==> config.mk <==
export PLATFORM = sky130hd
export DESIGN_NAME = uart_tx_fifo_flat
export DESIGN_NICKNAME = d
export VERILOG_FILES = /design/src/rtl/uart_tx_fifo_if.sv /design/src/rtl/uart_tx_fifo_mem.sv /design/src/rtl/uart_tx_fifo.sv /design/src/flat_wrapper.sv
export SDC_FILE = /design/constraint.sdc
export NUM_CORES = 1
export LEC_CHECK = 0
export ABC_AREA = 1
export BUFFER_PORTS_ARGS = -buffer_cell sky130_fd_sc_hd__clkbuf_2
export CORE_MARGIN = 2
export CORE_UTILIZATION = 61
export CTS_CLUSTER_SIZE = 20
export DETAILED_ROUTE_END_ITERATION = 8
export PLACE_DENSITY = 0.79
export SETUP_SLACK_MARGIN = 0.02
export SLEW_MARGIN = 15
export SYNTH_ARGS = -nofsm -noshare
export SYNTH_HDL_FRONTEND = slang
export SYNTH_SLANG_ARGS = --single-unit
==> constraint.sdc <==
create_clock -name sys_clk -period 5.6 [get_ports sys_clk]
set_input_delay 0.28 -clock sys_clk [delete_from_list [all_inputs] [get_ports sys_clk]]
set_output_delay 0.28 -clock sys_clk [all_outputs]
set_load 0.005 [all_outputs]
==> src/rtl/uart_tx_fifo_if.sv <==
// Interface bundling the CSR push side, transceiver handshake and FIFO status outputs.
interface uart_tx_fifo_if #(
   parameter int depth_log2 = 4
);
   logic                  push;
   logic [7:0]            push_data;
   logic                  flush;
   logic [7:0]            tx_data;
   logic                  tx_wr;
   logic                  tx_done;
   logic [depth_log2:0]   level;
   logic                  full;
   logic                  empty;
   logic                  overflow;
   logic                  tx_idle;

   modport master (
      output push, push_data, flush, tx_done,
      input  tx_data, tx_wr, level, full, empty, overflow, tx_idle
   );

   modport slave (
      input  push, push_data, flush, tx_done,
      output tx_data, tx_wr, level, full, empty, overflow, tx_idle
   );
endinterface

==> src/rtl/uart_tx_fifo_mem.sv <==
// Byte storage for the transmit FIFO: synchronous write, asynchronous read.
module uart_tx_fifo_mem #(
   parameter int depth_log2 = 4
) (
   input  logic                  sys_clk,
   input  logic                  wr_en_i,
   input  logic [depth_log2-1:0] wr_addr_i,
   input  logic [7:0]            wr_data_i,
   input  logic [depth_log2-1:0] rd_addr_i,
   output logic [7:0]            rd_data_o
);
   logic [7:0] mem_q [2**depth_log2];

   always_ff @(posedge sys_clk) begin
      if (wr_en_i) begin
         mem_q[wr_addr_i] <= wr_data_i;
      end
   end

   assign rd_data_o = mem_q[rd_addr_i];
endmodule

==> src/rtl/uart_tx_fifo.sv <==
// Transmit FIFO that issues one byte per tx_wr and holds the next until tx_done; push-to-tx_wr
// takes two edges. Pushes into a full FIFO (without a same-edge pop) are dropped and set overflow.
module uart_tx_fifo #(
   parameter int depth_log2 = 4
) (
   input  logic          sys_clk,
   input  logic          sys_rst,
   uart_tx_fifo_if.slave bus
);
   localparam logic IDLE = 1'b0;
   localparam logic BUSY = 1'b1;
   localparam logic [depth_log2:0]   DEPTH_LVL = (depth_log2+1)'(1 << depth_log2);
   localparam logic [depth_log2:0]   LVL_ONE   = (depth_log2+1)'(1);
   localparam logic [depth_log2-1:0] PTR_ONE   = depth_log2'(1);

   logic                  state_q, state_d;
   logic [depth_log2-1:0] wptr_q, wptr_d;
   logic [depth_log2-1:0] rptr_q, rptr_d;
   logic [depth_log2:0]   level_q, level_d;
   logic                  overflow_q, overflow_d;
   logic [7:0]            tx_data_q, tx_data_d;
   logic                  tx_wr_q, tx_wr_d;
   logic [7:0]            rd_data;
   logic                  full, empty, pop, wr_en;

   assign full  = (level_q == DEPTH_LVL);
   assign empty = (level_q == '0);
   // A same-edge pop frees a slot, so a push into a full FIFO is still accepted then.
   assign pop   = (state_q == IDLE) && !empty && !bus.flush;
   assign wr_en = bus.push && !bus.flush && (!full || pop);

   uart_tx_fifo_mem #(.depth_log2(depth_log2)) u_mem (
      .sys_clk   (sys_clk),
      .wr_en_i   (wr_en),
      .wr_addr_i (wptr_q),
      .wr_data_i (bus.push_data),
      .rd_addr_i (rptr_q),
      .rd_data_o (rd_data)
   );

   always_comb begin
      state_d    = state_q;
      wptr_d     = wptr_q;
      rptr_d     = rptr_q;
      level_d    = level_q;
      overflow_d = overflow_q;
      tx_data_d  = tx_data_q;
      tx_wr_d    = 1'b0;

      case (state_q)
         IDLE:    if (pop) state_d = BUSY;
         BUSY:    if (bus.tx_done) state_d = IDLE;
         default: state_d = IDLE;
      endcase

      if (pop) begin
         rptr_d    = rptr_q + PTR_ONE;
         tx_data_d = rd_data;
         tx_wr_d   = 1'b1;
      end
      if (wr_en) begin
         wptr_d = wptr_q + PTR_ONE;
      end
      if (wr_en && !pop) begin
         level_d = level_q + LVL_ONE;
      end else if (!wr_en && pop) begin
         level_d = level_q - LVL_ONE;
      end
      if (bus.push && !bus.flush && full && !pop) begin
         overflow_d = 1'b1;
      end

      // Flush empties the queue but leaves an in-flight byte to finish via tx_done.
      if (bus.flush) begin
         wptr_d     = '0;
         rptr_d     = '0;
         level_d    = '0;
         overflow_d = 1'b0;
      end
   end

   always_ff @(posedge sys_clk or posedge sys_rst) begin
      if (sys_rst) begin
         state_q    <= IDLE;
         wptr_q     <= '0;
         rptr_q     <= '0;
         level_q    <= '0;
         overflow_q <= 1'b0;
         tx_data_q  <= 8'h00;
         tx_wr_q    <= 1'b0;
      end else begin
         state_q    <= state_d;
         wptr_q     <= wptr_d;
         rptr_q     <= rptr_d;
         level_q    <= level_d;
         overflow_q <= overflow_d;
         tx_data_q  <= tx_data_d;
         tx_wr_q    <= tx_wr_d;
      end
   end

   assign bus.tx_data  = tx_data_q;
   assign bus.tx_wr    = tx_wr_q;
   assign bus.level    = level_q;
   assign bus.full     = full;
   assign bus.empty    = empty;
   assign bus.overflow = overflow_q;
   assign bus.tx_idle  = empty && (state_q == IDLE);
endmodule

==> src/flat_wrapper.sv <==
// flat-port wrapper written by rule: the top's interface ports become plain ports
module uart_tx_fifo_flat 
#(
   parameter int depth_log2 = 4
)
  (sys_clk, sys_rst, bus_push, bus_push_data, bus_flush, bus_tx_done, bus_tx_data, bus_tx_wr, bus_level, bus_full, bus_empty, bus_overflow, bus_tx_idle);
  uart_tx_fifo_if #(.depth_log2(depth_log2)) bus_i ();
  input  logic sys_clk;
  input  logic sys_rst;
  input wire logic [$bits(bus_i.push)-1:0] bus_push;
  input wire logic [$bits(bus_i.push_data)-1:0] bus_push_data;
  input wire logic [$bits(bus_i.flush)-1:0] bus_flush;
  input wire logic [$bits(bus_i.tx_done)-1:0] bus_tx_done;
  output wire logic [$bits(bus_i.tx_data)-1:0] bus_tx_data;
  output wire logic [$bits(bus_i.tx_wr)-1:0] bus_tx_wr;
  output wire logic [$bits(bus_i.level)-1:0] bus_level;
  output wire logic [$bits(bus_i.full)-1:0] bus_full;
  output wire logic [$bits(bus_i.empty)-1:0] bus_empty;
  output wire logic [$bits(bus_i.overflow)-1:0] bus_overflow;
  output wire logic [$bits(bus_i.tx_idle)-1:0] bus_tx_idle;
  assign bus_i.push = bus_push;
  assign bus_i.push_data = bus_push_data;
  assign bus_i.flush = bus_flush;
  assign bus_i.tx_done = bus_tx_done;
  assign bus_tx_data = bus_i.tx_data;
  assign bus_tx_wr = bus_i.tx_wr;
  assign bus_level = bus_i.level;
  assign bus_full = bus_i.full;
  assign bus_empty = bus_i.empty;
  assign bus_overflow = bus_i.overflow;
  assign bus_tx_idle = bus_i.tx_idle;
  uart_tx_fifo #(.depth_log2(depth_log2)) u_core (.sys_clk(sys_clk), .sys_rst(sys_rst), .bus(bus_i));
endmodule
-- After elaboration in Yosys (flattened, before gate mapping)
Memory sizes are Yosys's and may differ from the RTL's. A register that Yosys moved wholly into a read port is not among the register bits.
Index checks and enable logic that the tools add are counted.
- RAM bits: 128
- register bits after elaboration: 16
- memories: 1
- output and inout bits: 18
- reductions and logical operators: 20
- bitwise logic cells: 1
- mux-type cells: 14
- equality and inequality tests: 1
- add/subtract/negate cells: 4
- memory list (memory ; words ; bits a word ; rd ports ; clocked after memory_dff ; write ports ; RTL line ; RTL):
    u_core.u_mem.mem_q ; 16 ; 8 ; 1 ; 1 ; 1 ; uart_tx_fifo_mem.sv:12 ; logic [7:0] mem_q [2**depth_log2];
- operator list (kind ; count):
    $mux W4 ; 4
    $mux W5 ; 3
    $logic_and A1 B1 Y1 ; 9
    $add A4 B1 Y4 const B ; 2
    $mux W1 ; 6
    $reduce_bool A2 Y1 ; 3
    $add A5 B1 Y5 const B ; 1
    $eq A5 B5 Y1 const B ; 1
    $logic_not A1 Y1 ; 5
    $logic_not A5 Y1 ; 1
    $sub A5 B1 Y5 const B ; 1
    $reduce_bool A3 Y1 ; 1
    $pmux W1 S2 ; 1
    $logic_or A1 B1 Y1 ; 1
    $not A1 Y1 ; 1

-- Depth between registers and ports, before layout
Gate-level depths: netlist of run 1.
- word-level depth: 11
- depth in mapped cells: 14
- depth with buffers taken out: 14

-- By module
From an unflattened synthesis of run 1, not the netlist that was laid out.
- cell total of the unflattened synthesis: 686
- area, all modules: 6901.6 um^2
- by module, submodules not included (module ; cells an instance ; instances ; area an instance (um^2) ; seq. area each (um^2)):
    uart_tx_fifo_mem ; 543 ; 1 ; 5606.6 ; 3843.7
    uart_tx_fifo ; 143 ; 1 ; 1295.0 ; 600.6

-- Least setup slack after synthesis of run 1
No wires, ideal clock.
- path kind: register to register
- start point: register u_core.level_q[0] (netlist: u_core.bus.level[0])
- end point: register u_core.level_q[4] (netlist: u_core.bus.level[4])
- stages on the path, launching flop included: 14
- setup slack: 3615 ps
- data required time: 5484 ps
- arrival: 1868 ps
- path buffers: 0
- path through: dfrtp_1 > nor2_2 > nand3_2 > nand3_2 > nand3_2 > fa_1 > nand3_1 > nand4_1 > nand2_1 > inv_1 > nand2_1 > nand2_1 > nand2_1 > nand2_1
- cells in the longest elaborated chain, start to end: 9
- ends and longest elaborated chain (what ; RTL line ; RTL):
    start: declaration ; uart_tx_fifo.sv:19 ; logic [depth_log2:0] level_q, level_d;
    start signal: assignment ; uart_tx_fifo.sv:95 ; level_q <= level_d;
    parallel branches: the longest is 9 deep, another holds $sub A5 B1 Y5 ; n/a ;
Several ways; the timed one is not identified. The select of a mux whose other input is x is not followed.
A chain may end at the register's enable or synchronous reset.

-- Final worst setup path of run 1
Ends and elaborated chain as after synthesis.

==> metrics list, run 1 <==
- Measured on the finished design, the core utilization comes to 70.04%.
- Measured along the x axis, the die boundary spans 107.2 um.
* Area Overhead vs Synth: 11.26%
- Global-route total usage across every layer: 26.72%
* Area leader, netlist: sky130_fd_sc_hd__edfxtp_1
* Pre-CTS setup slack: ~3200 ps
- Register cell area after layout: approximately 4400 um^2
- Die height: about 110 um
- Sum of overflow across all layers after global routing: 0
* Number of antenna violations at the first check in global routing: 0
* Critical Path AT: 2840 ps
- Number of top-level pins: 31
- Depth of the CTS H-tree: 4
* Logic gate share of total power: between 20% and 30%
- The netlist uses 25 different library cells.
* Average wire length per cell after detail routing: between 15 and 20 um
- The final layout contains routed wiring with a total length of 14.34 mm.
* Critical path startpoint category: register
* Part of the power in registers: around two fifths
- CTS tree: yes
- Inst Count DP: around 720
- Max-cap violations in this run came to 0.
* Count of state elements after synthesis: between 150 and 200
- The placed instances occupy a cell area of between 6000 and 7000 um^2.
* Pwr Total: about 3.4 mW
- Of the total power, the share spent switching nets is 33.63%.
- Time the final worst path needs with I/O delays and setup: roughly 2400 ps
- # clock sinks: approximately 150
* Total Neg Setup Slack: 0 ps
* Synth top area share: between 50% and 60%
- After clock tree synthesis, the clock-pin slew on the worst setup and hold paths is about 70 ps.
- Category of the worst setup path capture point: register
- Switch Pwr: approximately 1.1 mW
- Number of buffers added by the clock tree synthesis step: 17
- The repair_antennas step left the layout with diodes totalling 0.
* CP peak stage delay: about 470 ps
* Max Slew Vio Count: 0
- Design internal power: between 2 and 2.5 mW
* Largest net degree at the start of global routing: between 70 and 80
* Starting DRT DRC Count: 535
- Dividing the synthesized area by the synthesized cell count gives 11.15 um^2.
- Yosys Warn Count: 0
- Buffer cell driving the clock tree root: sky130_fd_sc_hd__clkbuf_8
* Top fanout value on the critical path: 13
- For this design the static power due to leakage is approximately 2.8 nW.
* Most frequent cell on the critical path: sky130_fd_sc_hd__nand2_1
- Wire length of the first global-routing pass: ~22 mm
- DRC viols: 0
* Final weighted congestion in routability-driven placement: about 0.94
- Biggest area contributors in the synthesized netlist: sky130_fd_sc_hd__edfxtp_1, sky130_fd_sc_hd__dfrtp_1, sky130_fd_sc_hd__nor2_1, sky130_fd_sc_hd__nand2_1, sky130_fd_sc_hd__nand3_1
* Number of buffers added to fix hold violations after cts: 2
- Number of setup violations in the final report: 0
* Maximum number of buffers from clock root to sink: 2
- Final clock skew: roughly 10 ps
- The floorplan step defined a core boundary enclosing roughly 10,000 um^2.
- The number of nets handed over by synthesis was about 610.
* Count of buffers from port buffering: 30
- STA puts the critical path data required time at about 6000 ps.
* Clock latency of the later-clocked register in the worst-skew pair: approximately 520 ps
- Summing all non-filler instances in the final layout gives an area of a little over 7000 um^2.
- Total number of vias: 4,381
- In the finished design, the share of the clock period the worst path needs comes to around 43%.
- DIE AREA: approximately 11,000 um^2
* F_max: roughly 410 MHz
- Worst setup path class: reg2reg
- Max VDD drop: roughly 0.00062 V
- Fillers: 724
- Cell-by-cell trace of the critical path: nor2_2 > nand3_2 > nand3_2 > nand3_2 > fa_1 > nand3_1 > nand3_1 > nand2_1 > nand2_1 > nand4_1 > nand2_1 > nand2_1 > nand2_1
- After layout, the worst setup slack is ~3200 ps.
- Average vias per placed instance: between 5 and 6
- In the final layout, the share of cells above drive strength 1 is about an eighth.
- Initial core utilization: a little over three fifths
* Post-layout net count: between 600 and 700
* Synthesized instance count: 583
- Detailed placement HPWL: ~8.9 mm
- Post-CTS Setup Inserts: 0
- Hold Violations, Final: 0
- Transition at the pin with the smallest max-transition slack: about 960 ps
* Total area of multi-input combinational cells: between 1500 and 2000 um^2
- In this run the tightest slew margin relative to its limit is between 30% and 40%.
- The clock network accounts for 33.3% of the total power.
- Cell Area, Synth: ~6500 um^2
* Final hold slack: between 60 and 70 ps
- The first detailed-routing pass ran for 6 iterations.
- Number of global-route vias before repair: between 4k and 5k
* Sequential cell area fraction in the yosys report: between 60% and 70%
* Count of instances resized after the clock tree is built: 0
* Worst-path cell with the longest stage delay: sky130_fd_sc_hd__fa_1
* Setup repair after global routing missed its margin: false
- Non-filler instance count after layout: 758
- The floorplan has 37 rows.
- The path class of the tightest hold or removal check is in2reg.
- Number of nets with antenna violations after routing: 0
- The run finished with clean final reports.
- For this design the ratio of total power to cell area is around 460 nW/um^2.
[cells in the final DEF (no fill, tap or decap), drive strengths merged, types with 3 or more instances in the layout]
cell	n
ha	9
nand3	60
clkbuf	47
dfrtp	24
nand2	110
inv	34
nor2	117
clkinv	5
o21ai	61
a21oi	3
o211ai	8
edfxtp	128
[path summary, 6_finish.rpt]
check,startpoint,to,slack [ps],cells past startpoint
min,bus_push,u_core.bus.overflow,70,3
max,u_core.bus.level[0],u_core.bus.level[4],3180,13
min reg2reg,u_core.bus.tx_data[5],u_core.bus.tx_data[5],490,2
max reg2reg,u_core.bus.level[0],u_core.bus.level[4],3180,13
max in group asynchronous,sys_rst,u_core.rptr_q[0],4430,3
min in group asynchronous,sys_rst,u_core.bus.level[4],530,3
[power groups by stage]
| stage | Clock [mW] | Combinational [mW] | Sequential [mW] |
|---|---|---|---|
| 2_1_floorplan | 0 | 0.664 | 1.37 |
| 3_3_place_gp | 0 | 0.827 | 1.39 |
| 3_5_place_dp | 0 | 0.846 | 1.39 |
| 4_1_cts | 1.13 | 0.857 | 1.37 |
| 5_1_grt | 1.18 | 0.963 | 1.38 |
| 6_report | 1.12 | 0.864 | 1.37 |
[critical path, delay by kind of cell, from the launching register on]
kind	cells	cell delay (ps)
flops	1	460
fa+ha+maj	1	470
simple gates	12	1360
[synthesized netlist by cell type, drive strengths merged]
library cell	n
a21oi	3
buf	23
clkbuf	4
clkinv	2
dfrtp	24
edfxtp	128
fa	1
ha	9
inv	26
nand2	110
nand3	60
nand4	2
nor2	117
nor3	1
o211ai	8
o21ai	61
xnor2	2
xor2	2
[layout make-up]
cell class | instances | share of cell area, %
inverter | 28 | 1.454
clock inverter | 15 | 2.284
tap | 136 | 2.353
clock buffer | 17 | 5.728
sequential | 152 | 61.48
timing repair buffer | 34 | 2.561
multi-input combinational | 376 | 24.14
[sequential cells by signal (all words and copies together) (netlist names)]
register	count
u_core.rptr_q	4
u_core.bus.level	5
u_core.bus.overflow	1
u_core.state_q	1
u_core.u_mem.mem_q	128
u_core.bus.tx_wr	1
u_core.wptr_q	4
u_core.bus.tx_data	8
[layer usage]
metal  vias to the layer above  GRT usage (%)  wire length (um)
met3                        41          6.930              1250
met2                       223          41.27              6877
met4                         0          10.48               332
li1                       2043              -                 -
met1                      2074          36.64              5880
met5                         -              0                 0
[cells by family (layout without fill, tap and decap cells)]
family	after synthesis	count (layout)	share of synthesized area [%]
simple gates	290	290	18.42
flops	152	152	68.39
compound gates	72	72	5.853
buf+inv	55	94	4.756
fa+ha+maj	10	10	2.041
xor+xnor	4	4	0.5392
Note: power is estimated with default switching activity, not from simulation.
==> inputs of run 2 (changes only) <==
- ABC_AREA: 1 -> 0
- clock period: 5.6 -> 2.3 ns (I/O delays scaled with it)
==> run 2 against run 1 <==
Net effect: the flow now finishes with violations (negative setup slack); combinational power rose by 120%; clock skew barely moved; non-clock buffer count rose by 32; sequential share of layout area fell by 2.1 points; count of clock-buffer cells in the layout rose by 5; die area fell by 3.9%; sequential cell count did not move; highest routed layer unchanged; clock power rose to 2.5 times the previous value; critical path depth fell by 4; global-route usage fell by 0.61 points.
==> metrics list, run 2 <==
* Fillers: 532 (was 724)
- The count of port buffers added during placement was 30 (unchanged).
- Top fanout value on the critical path: 3 (was 13)
* Design internal power: 5.816 mW (was 2.227 mW)
- Pre-antenna DRT Iters: 5 (was 6)
- Count of distinct cell types in the synthesized netlist: 40 (was 25)
* Detailed placement HPWL: 8.022 mm (was 8.891 mm)
- The clock buffer count from CTS came to 17 (unchanged).
- The met1 global-route usage came to 32.93% (was 36.64%).
* Switching part of the total: 27.22% (was 33.63%)
* Final clock skew: 9.780 ps (was 9.890 ps)
- The clock tree from TritonCTS was yes (unchanged).
* Register bank with the most flops: u_core.u_mem.mem_q (unchanged)
* Top library cells by usage in the layout, fill and taps aside: sky130_fd_sc_hd__edfxtp_1, sky130_fd_sc_hd__mux4_2, sky130_fd_sc_hd__clkbuf_2, sky130_fd_sc_hd__buf_4, sky130_fd_sc_hd__dfrtp_1 (was sky130_fd_sc_hd__edfxtp_1, sky130_fd_sc_hd__nor2_1, sky130_fd_sc_hd__nand2_1)
* Post-layout net count: 434 (was 632)
* Buffer cell driving the clock tree root: sky130_fd_sc_hd__clkbuf_8 (unchanged)
- The checks that failed: negative setup slack.
- Number of setup violations in the final report: 3 (was 0)
- Hold Violations, Final: 0 (unchanged)
- DIE AREA: 11,050 um^2 (was 11,500 um^2)
- DRC viols: 0 (unchanged)
- Final worst-path setup slack: -175.7 ps (was 3178 ps)
- The multi-input gate area in the final layout was 1750 um^2 (was 1745 um^2).
* Total wire length after detailed routing: 13.34 mm (was 14.34 mm)
* Clock network fraction of total power: 35.7% (was 33.3%)
- Part of the power in registers: 41.1% (was 40.9%)
- The setup slack after placement is -210.3 ps (was 3184 ps).
- The adder-cell share of the synthesized area came to 2.126% (was 2.041%).
- The height of the die came to 105.1 um (was 107.2 um).
- Synthesized-area fraction occupied by ao, oa, aoi and oai cells: 3.631% (was 5.853%)
* Max VDD drop: 0.0006581 V (was 0.0006198 V)
- The max-cap check violation count is 0 (unchanged).
- Synthesized instance count: 345 (was 583)
- Clock latency of the later-clocked register in the worst-skew pair: 540 ps (was 520 ps)
* Global-route total usage across every layer: 26.11% (was 26.72%)
- Count of state elements after synthesis: 152 (unchanged)
- Average vias per placed instance: 6.364 (was 5.780)
* Cell Area, Synth: 6237 um^2 (was 6499 um^2)
- Area leader, netlist: sky130_fd_sc_hd__edfxtp_1 (unchanged)
* Average wire length per cell after detail routing: 23.94 um (was 18.92 um)
- Number of global-route vias before repair: 3,585 (was 4,307)
* Type of the most critical hold path: in2reg (unchanged)
- Power density over the cells: 1067 nW/um^2 (was 464.0 nW/um^2)
* Starting DRT DRC Count: 330 (was 535)
- Fraction of final layout cells sized beyond drive strength 1: 37.03% (was 12.86%)
* Time the final worst path needs with I/O delays and setup: 2476 ps (was 2422 ps)
- The net count of the mapped netlist came to 368 (was 606).
- Register clock-pin slew on the reported worst setup and hold paths: 70 ps (about the same)
* Inst Count DP: 518 (was 724)
- The mux contribution to synthesized area was 15.19% (was 0%).
* Most frequent standard cell in the layout excluding fill and tap cells: sky130_fd_sc_hd__edfxtp_1 (unchanged)
* Final clock period utilization by the worst path: 107.6% (was 43.25%)
- Setup repair after global routing missed its margin: true (was false).
- The final weighted congestion in routability-driven placement was 0.8306 (was 0.9430).
- The proportion of register bits with asynchronous set or reset after synthesis is 15.79% (unchanged).
- Logic gate share of total power: 23.2% (was 25.7%)
- Transition at the pin with the smallest max-transition slack: 944.7 ps (was 956.9 ps)
- The area of the placeable core came to 9864 um^2 (was 10,320 um^2).
- Biggest area contributors in the synthesized netlist: sky130_fd_sc_hd__edfxtp_1, sky130_fd_sc_hd__mux4_2, sky130_fd_sc_hd__dfrtp_1, sky130_fd_sc_hd__mux2i_1, sky130_fd_sc_hd__ha_1 (was sky130_fd_sc_hd__edfxtp_1, sky130_fd_sc_hd__dfrtp_1, sky130_fd_sc_hd__nor2_1, sky130_fd_sc_hd__nand2_1, sky130_fd_sc_hd__nand3_1)
* Non-filler instance count after layout: 557 (was 758)
* Die width: 105.1 um (was 107.2 um)
- Outcome: complete, but fails checks (was completed).
- XOR/XNOR Fraction of Synth Area: 0.9829% (was 0.5391%)
* Area Overhead vs Synth: 20.10% (was 11.26%)
* Combinational family with the most area after synthesis: multiplexers (was simple AND/OR/NAND/NOR gates)
* Largest register FFs: 128 (unchanged)
* Number of nets with antenna violations after routing: 0 (unchanged)
* Sequential cell area fraction in the yosys report: 71.25% (was 68.39%)
- Number of enable-type register cells in the synthesized netlist: 128 (unchanged)
- Slew margin rel.: 36.95% (was 36.13%)
* Most crowded layer after global routing: met2 (unchanged)
- The switching power summed over all nets was 2.175 mW (was 1.128 mW).
* Avg Inst Size Synth: 18.08 um^2 (was 11.15 um^2)
* Worst Reg-to-Reg Cells: 9 (was 13)
- Register cell area after layout: 4448 um^2 (was 4446 um^2)
- Total number of vias: 3,545 (was 4,381)
- Data required, critical path: 2720 ps (was 6010 ps)
- # clock sinks: 152 (unchanged)
- The count of pins on the block boundary was 31 (unchanged).
- Leading cell types by count after synthesis: sky130_fd_sc_hd__edfxtp_1, sky130_fd_sc_hd__mux4_2, sky130_fd_sc_hd__dfrtp_1 (was sky130_fd_sc_hd__edfxtp_1, sky130_fd_sc_hd__nor2_1, sky130_fd_sc_hd__nand2_1).
* Number of antenna violations at the first check in global routing: 0 (unchanged)
- Leakage power figure: 2.665 nW (was 2.788 nW)
* Worst setup path class: reg2reg (unchanged)
* Depth of the CTS H-tree: 4 (unchanged)
* GR Util met3: 7.673% (was 6.930%)
- Yosys Warn Count: 0 (unchanged)
* Count of antenna diodes in the layout: 0 (unchanged)
* Critical path startpoint category: register (unchanged)
- Number of rows in the core area: 36 (was 37)
- Synth top area share: 61.62% (was 59.15%)
- The worst hold path stage count was 1 (was 3).
* Max Slew Vio Count: 0 (unchanged)
- The main flop type after synthesis was sky130_fd_sc_hd__edfxtp_1 (unchanged).
- The timing-limited maximum frequency is 403.9 MHz (was 412.9 MHz).
* Maximum number of buffers from clock root to sink: 2 (unchanged)
* Final std cell area, no fill: 7491 um^2 (was 7231 um^2)
* Initial core utilization: 63.23% (was 62.95%)
- Critical Path AT: 2900 ps (was 2840 ps)
* Simple-gate share of the synthesized area: 4.814% (was 18.43%)
- Most frequent cell after synthesis: sky130_fd_sc_hd__edfxtp_1 (unchanged)
- The met2 track demand over resource is 42.58% (was 41.27%).
- Largest net degree at the start of global routing: 34 (was 75)
- Placed inst area: 6753 um^2 (was 6631 um^2)
* Wire length of the first global-routing pass: 20.44 mm (was 22.45 mm)
* Category of the worst setup path capture point: register (unchanged)
* Sum of overflow across all layers after global routing: 0 (unchanged)
[run 2: cell types whose count changed after synthesis, sizes merged, moves of 15 or more]
cell,change
buf,-15
inv,-16
mux2i,+17
mux4,+32
nand2,-94
nand3,-56
nor2,-97
o21ai,-57
[run 2: final timing paths]
path                                             from                  endpoint  slack (ps)
min in group asynchronous                     sys_rst          u_core.wptr_q[3]         320
max in group asynchronous                     sys_rst       u_core.bus.level[0]        1340
worst max register to register    u_core.bus.level[3]       u_core.bus.level[3]        -180
worst max-delay path              u_core.bus.level[3]       u_core.bus.level[3]        -180
worst min-delay path                 bus_push_data[3]  u_core.u_mem.mem_q[1][3]           5
worst min register to register  u_core.bus.tx_data[6]     u_core.bus.tx_data[6]         490
[run 2: stage by stage]
stage	setup TNS, ps	util [%]	power [mW]	hold WS (ps)
2_1_floorplan	-880.7	-	4.478	129.5
3_3_place_gp	-301.0	68.46	5.022	285.1
3_5_place_dp	-514.3	68.46	5.100	292.4
4_1_cts	-286.5	75.58	7.988	6.409
5_1_grt	-585.4	75.94	8.312	31.41
6_report	-346.6	75.94	7.991	5.249
[run 2: logic make-up (layout without fill, tap and decap cells)]
kind of cell / after synthesis / after routing
AO/OA/AOI/OAI: 31 / 31
AND/OR/NAND/NOR: 61 / 61
XOR/XNOR: 7 / 7
multiplexers: 54 / 54
flip-flops: 152 / 152
adder cells (fa/ha/maj): 10 / 10
buffers and inverters: 30 / 109
[run 2: layout make-up]
type	count	share of cell area [%]
clock buffers	22	7.049
clock inverters	10	1.353
inverters	11	0.5512
multi-input cells	163	23.37
flip-flops and latches	152	59.38
well taps	133	2.221
repair buffers	66	6.080
[run 2: what timing repair did]
| item | 4_1_cts | 5_1_grt |
|---|---|---|
| endpoints found under the setup margin | 57 | 85 |
| pin swaps | 1 | 1 |
| resized for setup | 3 | 13 |
| hold buffers | 4 | 0 |
| buffers inserted | 2 | 1 |
| endpoints found under the hold margin | 51 | 0 |
[run 2: critical path, cell delays in order (launching register included)]
cell	delay, ps
sky130_fd_sc_hd__dfrtp_1	390
sky130_fd_sc_hd__or4_4	580
sky130_fd_sc_hd__o21ai_4	170
sky130_fd_sc_hd__nand2_4	80
sky130_fd_sc_hd__ha_1	320
sky130_fd_sc_hd__buf_4	140
sky130_fd_sc_hd__a21oi_2	150
sky130_fd_sc_hd__a21o_1	150
sky130_fd_sc_hd__a21oi_1	80
sky130_fd_sc_hd__mux2_1	290
[run 2: power by group through the flow]
stage	clock network, mW	registers (mW)	logic, mW
2_1_floorplan	0	3.34	1.14
3_3_place_gp	0	3.32	1.70
3_5_place_dp	0	3.33	1.77
4_1_cts	2.86	3.28	1.84
5_1_grt	2.99	3.30	2.03
6_report	2.85	3.28	1.86
[run 2: routing by layer]
layer	vias to the layer above	wire, um
li1	1498	-
met1	1793	4961
met2	215	6726
met3	39	1199
met4	0	448
met5	-	0
